$ cat config.mk
export PLATFORM = sky130hd
export DESIGN_NAME = cpu_phase_sequencer
export DESIGN_NICKNAME = d
export VERILOG_FILES = /design/src/rtl/seq_pkg.sv /design/src/rtl/seq_wait_counter.sv /design/src/rtl/cpu_phase_sequencer.sv
export SDC_FILE = /design/constraint.sdc
export NUM_CORES = 1
export LEC_CHECK = 0
export ABC_AREA = 1
export BUFFER_PORTS_ARGS = -buffer_cell sky130_fd_sc_hd__buf_2
export CAP_MARGIN = 5
export CORE_MARGIN = 4
export CORE_UTILIZATION = 30
export DETAILED_ROUTE_END_ITERATION = 16
export PLACE_DENSITY = 0.59
export RECOVER_POWER = 100
export SLEW_MARGIN = 30
export SYNTH_ARGS = -nofsm -noshare
export SYNTH_HDL_FRONTEND = slang
export SYNTH_SLANG_ARGS = --single-unit
$ cat constraint.sdc
create_clock -name clk -period 1.6 [get_ports clk]
set_input_delay 0.32 -clock clk [delete_from_list [all_inputs] [get_ports clk]]
set_output_delay 0.32 -clock clk [all_outputs]
set_load 0.1 [all_outputs]
$ cat src/rtl/seq_pkg.sv
// Shared constants for the RV32I multi-cycle phase sequencer: state codes,
// opcode values and the opcode legality helper.
package seq_pkg;

    localparam int OPCODE_WIDTH = 7;

    localparam logic [2:0] ST_IDLE      = 3'd0;
    localparam logic [2:0] ST_FETCH     = 3'd1;
    localparam logic [2:0] ST_DECODE    = 3'd2;
    localparam logic [2:0] ST_EXECUTE   = 3'd3;
    localparam logic [2:0] ST_MEMORY    = 3'd4;
    localparam logic [2:0] ST_WRITEBACK = 3'd5;
    localparam logic [2:0] ST_FAULT     = 3'd7;

    localparam logic [OPCODE_WIDTH-1:0] OP_LUI    = 7'b0110111;
    localparam logic [OPCODE_WIDTH-1:0] OP_AUIPC  = 7'b0010111;
    localparam logic [OPCODE_WIDTH-1:0] OP_JAL    = 7'b1101111;
    localparam logic [OPCODE_WIDTH-1:0] OP_JALR   = 7'b1100111;
    localparam logic [OPCODE_WIDTH-1:0] OP_BRANCH = 7'b1100011;
    localparam logic [OPCODE_WIDTH-1:0] OP_LOAD   = 7'b0000011;
    localparam logic [OPCODE_WIDTH-1:0] OP_STORE  = 7'b0100011;
    localparam logic [OPCODE_WIDTH-1:0] OP_OPIMM  = 7'b0010011;
    localparam logic [OPCODE_WIDTH-1:0] OP_OP     = 7'b0110011;

    function automatic logic is_legal_opcode(input logic [OPCODE_WIDTH-1:0] op);
        logic legal;
        case (op)
            OP_LUI, OP_AUIPC, OP_JAL, OP_JALR, OP_BRANCH,
            OP_LOAD, OP_STORE, OP_OPIMM, OP_OP: legal = 1'b1;
            default:                            legal = 1'b0;
        endcase
        return legal;
    endfunction

endpackage

$ cat src/rtl/seq_wait_counter.sv
// Memory wait counter; timeout fires in the wait cycle whose increment would
// bring the count to MEM_TIMEOUT.
module seq_wait_counter #(
    parameter int unsigned MEM_TIMEOUT = 255,
    parameter int          TO_WIDTH    = 8
) (
    input  logic clk,
    input  logic rst,
    input  logic clear,
    input  logic inc,
    output logic timeout
);

    logic [TO_WIDTH-1:0] cnt_r;

    // Count stalled memory cycles; clear takes priority over increment.
    always_ff @(posedge clk) begin
        if (!rst) begin
            cnt_r <= {TO_WIDTH{1'b0}};
        end else if (clear) begin
            cnt_r <= {TO_WIDTH{1'b0}};
        end else if (inc) begin
            cnt_r <= cnt_r + {{(TO_WIDTH-1){1'b0}}, 1'b1};
        end else begin
            cnt_r <= cnt_r;
        end
    end

    assign timeout = inc && (cnt_r == TO_WIDTH'(MEM_TIMEOUT - 32'd1));

endmodule

$ cat src/rtl/cpu_phase_sequencer.sv
// Multi-cycle control FSM for the RV32I core: datapath enables and memory handshake.
// Optional retired-instruction counter enabled by defining SEQ_INSTRET_EN.
module cpu_phase_sequencer
    import seq_pkg::*;
#(
    parameter int unsigned MEM_TIMEOUT = 255,
    parameter int          TO_WIDTH    = 8
) (
    input  logic                    clk,
    input  logic                    rst,
    input  logic                    run,
    input  logic [OPCODE_WIDTH-1:0] opcode,
    input  logic                    mem_ready,
    output logic                    mem_req,
    output logic                    mem_we,
    output logic                    ir_en,
    output logic                    rs_en,
    output logic                    alu_en,
    output logic                    pc_en,
    output logic                    rd_en,
    output logic                    fault,
    output logic [2:0]              phase,
    output logic [63:0]             instret
);

    logic [2:0] state_r;
    logic [2:0] state_nxt_s;
    logic       waiting_s;
    logic       wait_inc_s;
    logic       wait_clr_s;
    logic       timeout_s;
    logic       mem_req_s, mem_we_s, ir_en_s, rs_en_s, alu_en_s, pc_en_s, rd_en_s;

    // Stall tracking is derived from the state register alone to keep timeout loop-free.
    assign waiting_s  = (state_r == ST_FETCH) || (state_r == ST_MEMORY);
    assign wait_inc_s = waiting_s && !mem_ready;
    assign wait_clr_s = ((state_nxt_s == ST_FETCH) || (state_nxt_s == ST_MEMORY))
                        && (state_nxt_s != state_r);

    seq_wait_counter #(
        .MEM_TIMEOUT (MEM_TIMEOUT),
        .TO_WIDTH    (TO_WIDTH)
    ) u_wait_counter (
        .clk     (clk),
        .rst     (rst),
        .clear   (wait_clr_s),
        .inc     (wait_inc_s),
        .timeout (timeout_s)
    );

    // State register; FAULT is left only through reset.
    always_ff @(posedge clk) begin
        if (!rst) begin
            state_r <= ST_IDLE;
        end else begin
            state_r <= state_nxt_s;
        end
    end

    // Next-state and output decode; mem_ready wins over a same-cycle timeout.
    always_comb begin
        state_nxt_s = state_r;
        mem_req_s   = 1'b0;
        mem_we_s    = 1'b0;
        ir_en_s     = 1'b0;
        rs_en_s     = 1'b0;
        alu_en_s    = 1'b0;
        pc_en_s     = 1'b0;
        rd_en_s     = 1'b0;
        case (state_r)
            ST_IDLE: begin
                if (run) state_nxt_s = ST_FETCH;
                else     state_nxt_s = ST_IDLE;
            end
            ST_FETCH: begin
                mem_req_s = 1'b1;
                if (mem_ready) begin
                    ir_en_s     = 1'b1;
                    state_nxt_s = ST_DECODE;
                end else if (timeout_s) begin
                    state_nxt_s = ST_FAULT;
                end else begin
                    state_nxt_s = ST_FETCH;
                end
            end
            ST_DECODE: begin
                rs_en_s = 1'b1;
                if (is_legal_opcode(opcode)) state_nxt_s = ST_EXECUTE;
                else                         state_nxt_s = ST_FAULT;
            end
            ST_EXECUTE: begin
                alu_en_s = 1'b1;
                if ((opcode == OP_LOAD) || (opcode == OP_STORE)) state_nxt_s = ST_MEMORY;
                else                                             state_nxt_s = ST_WRITEBACK;
            end
            ST_MEMORY: begin
                mem_req_s = 1'b1;
                mem_we_s  = (opcode == OP_STORE);
                if (mem_ready) begin
                    state_nxt_s = ST_WRITEBACK;
                end else if (timeout_s) begin
                    state_nxt_s = ST_FAULT;
                end else begin
                    state_nxt_s = ST_MEMORY;
                end
            end
            ST_WRITEBACK: begin
                pc_en_s = 1'b1;
                if ((opcode == OP_STORE) || (opcode == OP_BRANCH)) rd_en_s = 1'b0;
                else                                               rd_en_s = 1'b1;
                if (run) state_nxt_s = ST_FETCH;
                else     state_nxt_s = ST_IDLE;
            end
            ST_FAULT: begin
                state_nxt_s = ST_FAULT;
            end
            default: begin
                state_nxt_s = ST_FAULT;
            end
        endcase
    end

    assign mem_req = mem_req_s;
    assign mem_we  = mem_we_s;
    assign ir_en   = ir_en_s;
    assign rs_en   = rs_en_s;
    assign alu_en  = alu_en_s;
    assign pc_en   = pc_en_s;
    assign rd_en   = rd_en_s;
    assign fault   = (state_r == ST_FAULT);
    assign phase   = state_r;

`ifdef SEQ_INSTRET_EN
    logic [63:0] instret_r;

    // One retirement per WRITEBACK cycle, natural 64-bit wrap.
    always_ff @(posedge clk) begin
        if (!rst) begin
            instret_r <= 64'd0;
        end else if (state_r == ST_WRITEBACK) begin
            instret_r <= instret_r + 64'd1;
        end else begin
            instret_r <= instret_r;
        end
    end

    assign instret = instret_r;
`else
    assign instret = 64'd0;
`endif

endmodule
==> results.cfg <==
[pwr]
leakagePower_nw = 0.8634
seq_power_share_pct = 15.0
irDropWorstVdd_mv = 1.020
combPwrFrac_pct = 74.1
p_per_area_nw_per_um2 = 1512
intPower_mw = 0.9349
switchingPower_mw = 1.594
clockPowerShare_pct = 10.9
p_sw_share_pct = 63.03
total_power_mw = 2.529

[global_routing]
grt_max_degree = 9
grtUsageTotal_pct = 8.204
overflow = 0
grt_pass1_vias = 850
antenna_found_initial = 0
grt_pass1_wl_um = 3484

[sta]
hold_ws_ps = 360.3
finalCriticalPeriod_ps = 1580
fin_ws_ps = 20.47
finalHoldViolations = 0
setup_viol = 0
rsz0062_at_grt = yes
slew_viol_final = 0
fmax_mhz = 633.1
clock-skew-final_ps = 0.7107
fin_crit_sh_pct = 98.72

[yosys]
synth.distinct_cells = 25
yosysMostFrequentCell = buf_4
ys_ff_latch = 11
ys_async_sr_fraction_pct = 0
synth-edff-count = 0
synth_warnings = 0
seq_area_frac_synth_pct = 17.22
syn_inst = 195
synth_area_per_cell_sq_um = 6.558
synth_area_sq_um = 1279
synthTopCellsByArea = buf_4 (38%), dfxtp_1 (17%), nand2_1 (8.2%), nor2_1 (7.9%), inv_1 (7.0%)
synthFlopType = dfxtp_1
synthTopCellsByCount = buf_4 (64), nand2_1 (28), nor2_1 (27)
synth_top_area_share_pct = 37.57
synth_top_cell_by_area = buf_4

[placed_design]
routabilityCongestion = 0.7847
io_buffer_count = 21
hpwl_um = 1892
place_worst_setup_slack_ps = 33.56

[floorplanning]
die_y_um = 73.29
die_area_sq_um = 5371
core_sq_um = 4058
start_util_pct = 31.51
die_w_um = 73.29
pin_count = 86
rows = 23

[drt]
dr.pass1.iters = 4
first_iter_violations = 35
final_antenna_net_count = 0
viasPerCell = 3.682
wl_per_cell_um = 8.493
vias = 1053
drcViolationCount = 0
postRouteWirelength_um = 2429

[worst_setup_path]
endpoint_kind = primary output
criticalPathCategory = reg2out
arrival_ps = 1260
cp_max_fo = 4
cp.required_ps = 1280
start_kind = register

[clock_network]
cts_tree = yes
clk_latency_ps = 230
cts_buffers = 3
path_clk_slew_ps = 50
ctsHoldBuffers = 0
cts_num_sinks = 11
cts_root_buf = clkbuf_8
cts_max_path_buffers = 2
htreeDepth = 1

[layout]
nets = 250
diodes = 0
drive_gt1_share_pct = 31.36
syn2layout_area_growth_pct = 30.82

[flow_run]
drv_cap = 0

[run_status]
outcome = finished, final reports clean

[worst_hold_path]
hold_path_class = in2reg
[cell usage in the layout (no fill, tap or decap), drive strengths merged, types with 2 or more instances in the layout]
master,instances
nand2,31
ha,2
nor3,4
nor2,29
o21ai,4
xor2,4
clkbuf,4
xnor2,2
inv,26
a21oi,3
buf,38
nand3,9
conb,64
dfxtp,11
[stage by stage]
| stage | utilization [%] | cells | area (sq um) | setup TNS (ps) |
|---|---|---|---|---|
| after global routing | 41.23 | 286 | 1673 | -730.3 |
| after floorplan | - | 258 | 1592 | -6823 |
| after CTS | 38.30 | 278 | 1554 | 0 |
| after detailed placement | 35.40 | 270 | 1436 | 0 |
| final | 41.23 | 286 | 1673 | 0 |
| after global placement | 35.40 | 270 | 1436 | 0 |
[final timing paths]
kind / slack (ps) / endpoint / cells after the start / from
min: 360 / phase[1] / 3 / rst
max: 20 / mem_we / 4 / phase[1]
max reg2reg: 30 / u_wait_counter.cnt_r[7] / 11 / phase[1]
min reg2reg: 550 / u_wait_counter.cnt_r[7] / 4 / u_wait_counter.cnt_r[7]
[cell type report]
type / count / area (sq um)
well taps: 50 / 62.56
flip-flops and latches: 11 / 232.7
repair buffers: 38 / 372.9
fillers: 431 / 2385
inverters: 27 / 120.1
clock buffers: 4 / 45.04
multi-input cells: 156 / 839.6
[state kept, by name, summed over array words and instances, names as in the netlist]
register	flops
phase	3
u_wait_counter.cnt_r	8
[power by group through the flow]
| stage | registers [mW] | logic [mW] | clock network, mW |
|---|---|---|---|
| floorplan | 0.510 | 1.34 | 0 |
| global placement | 0.374 | 1.61 | 0 |
| detailed placement | 0.375 | 1.61 | 0 |
| CTS | 0.378 | 1.71 | 0.286 |
| global route | 0.384 | 1.97 | 0.303 |
| finish | 0.379 | 1.87 | 0.275 |
[layer usage]
metal	GRT usage [%]	vias to the layer above	part of all wire [%]	wire length (um)
met2	12.51	50	48	1157
met4	4.303	0	1.4	34
met3	2.052	4	11	271
li1	-	545	-	-
met5	0	-	0	0
met1	10.58	454	40	966
[worst max-delay path, cell delays in order, from the launching register on]
cell and delay, ps:
dfxtp_4 380, nor2_4 140, nand2_4 80, nor4_4 210
buf_12 220
[logic make-up (layout without fill, tap and decap cells)]
kind of cell             after synthesis  count (layout)  share of synthesized area [%]
other                                  1              64                         0.2933
XOR/XNOR                               6               6                          4.110
flip-flops                            11              11                          17.22
AND/OR/NAND/NOR                       76              76                          27.69
AO/OA/AOI/OAI                          8               8                          3.228
buffers and inverters                 91              69                          45.50
adder cells (fa/ha/maj)                2               2                          1.957
[what timing repair did]
| action | CTS | global route |
|---|---|---|
| setup buffers | 4 | 8 |
| gates resized for setup | 7 | 16 |
| pin swaps | 1 | 6 |
| setup endpoints to repair | 3 | 12 |
(Power assumes the default switching activity.)
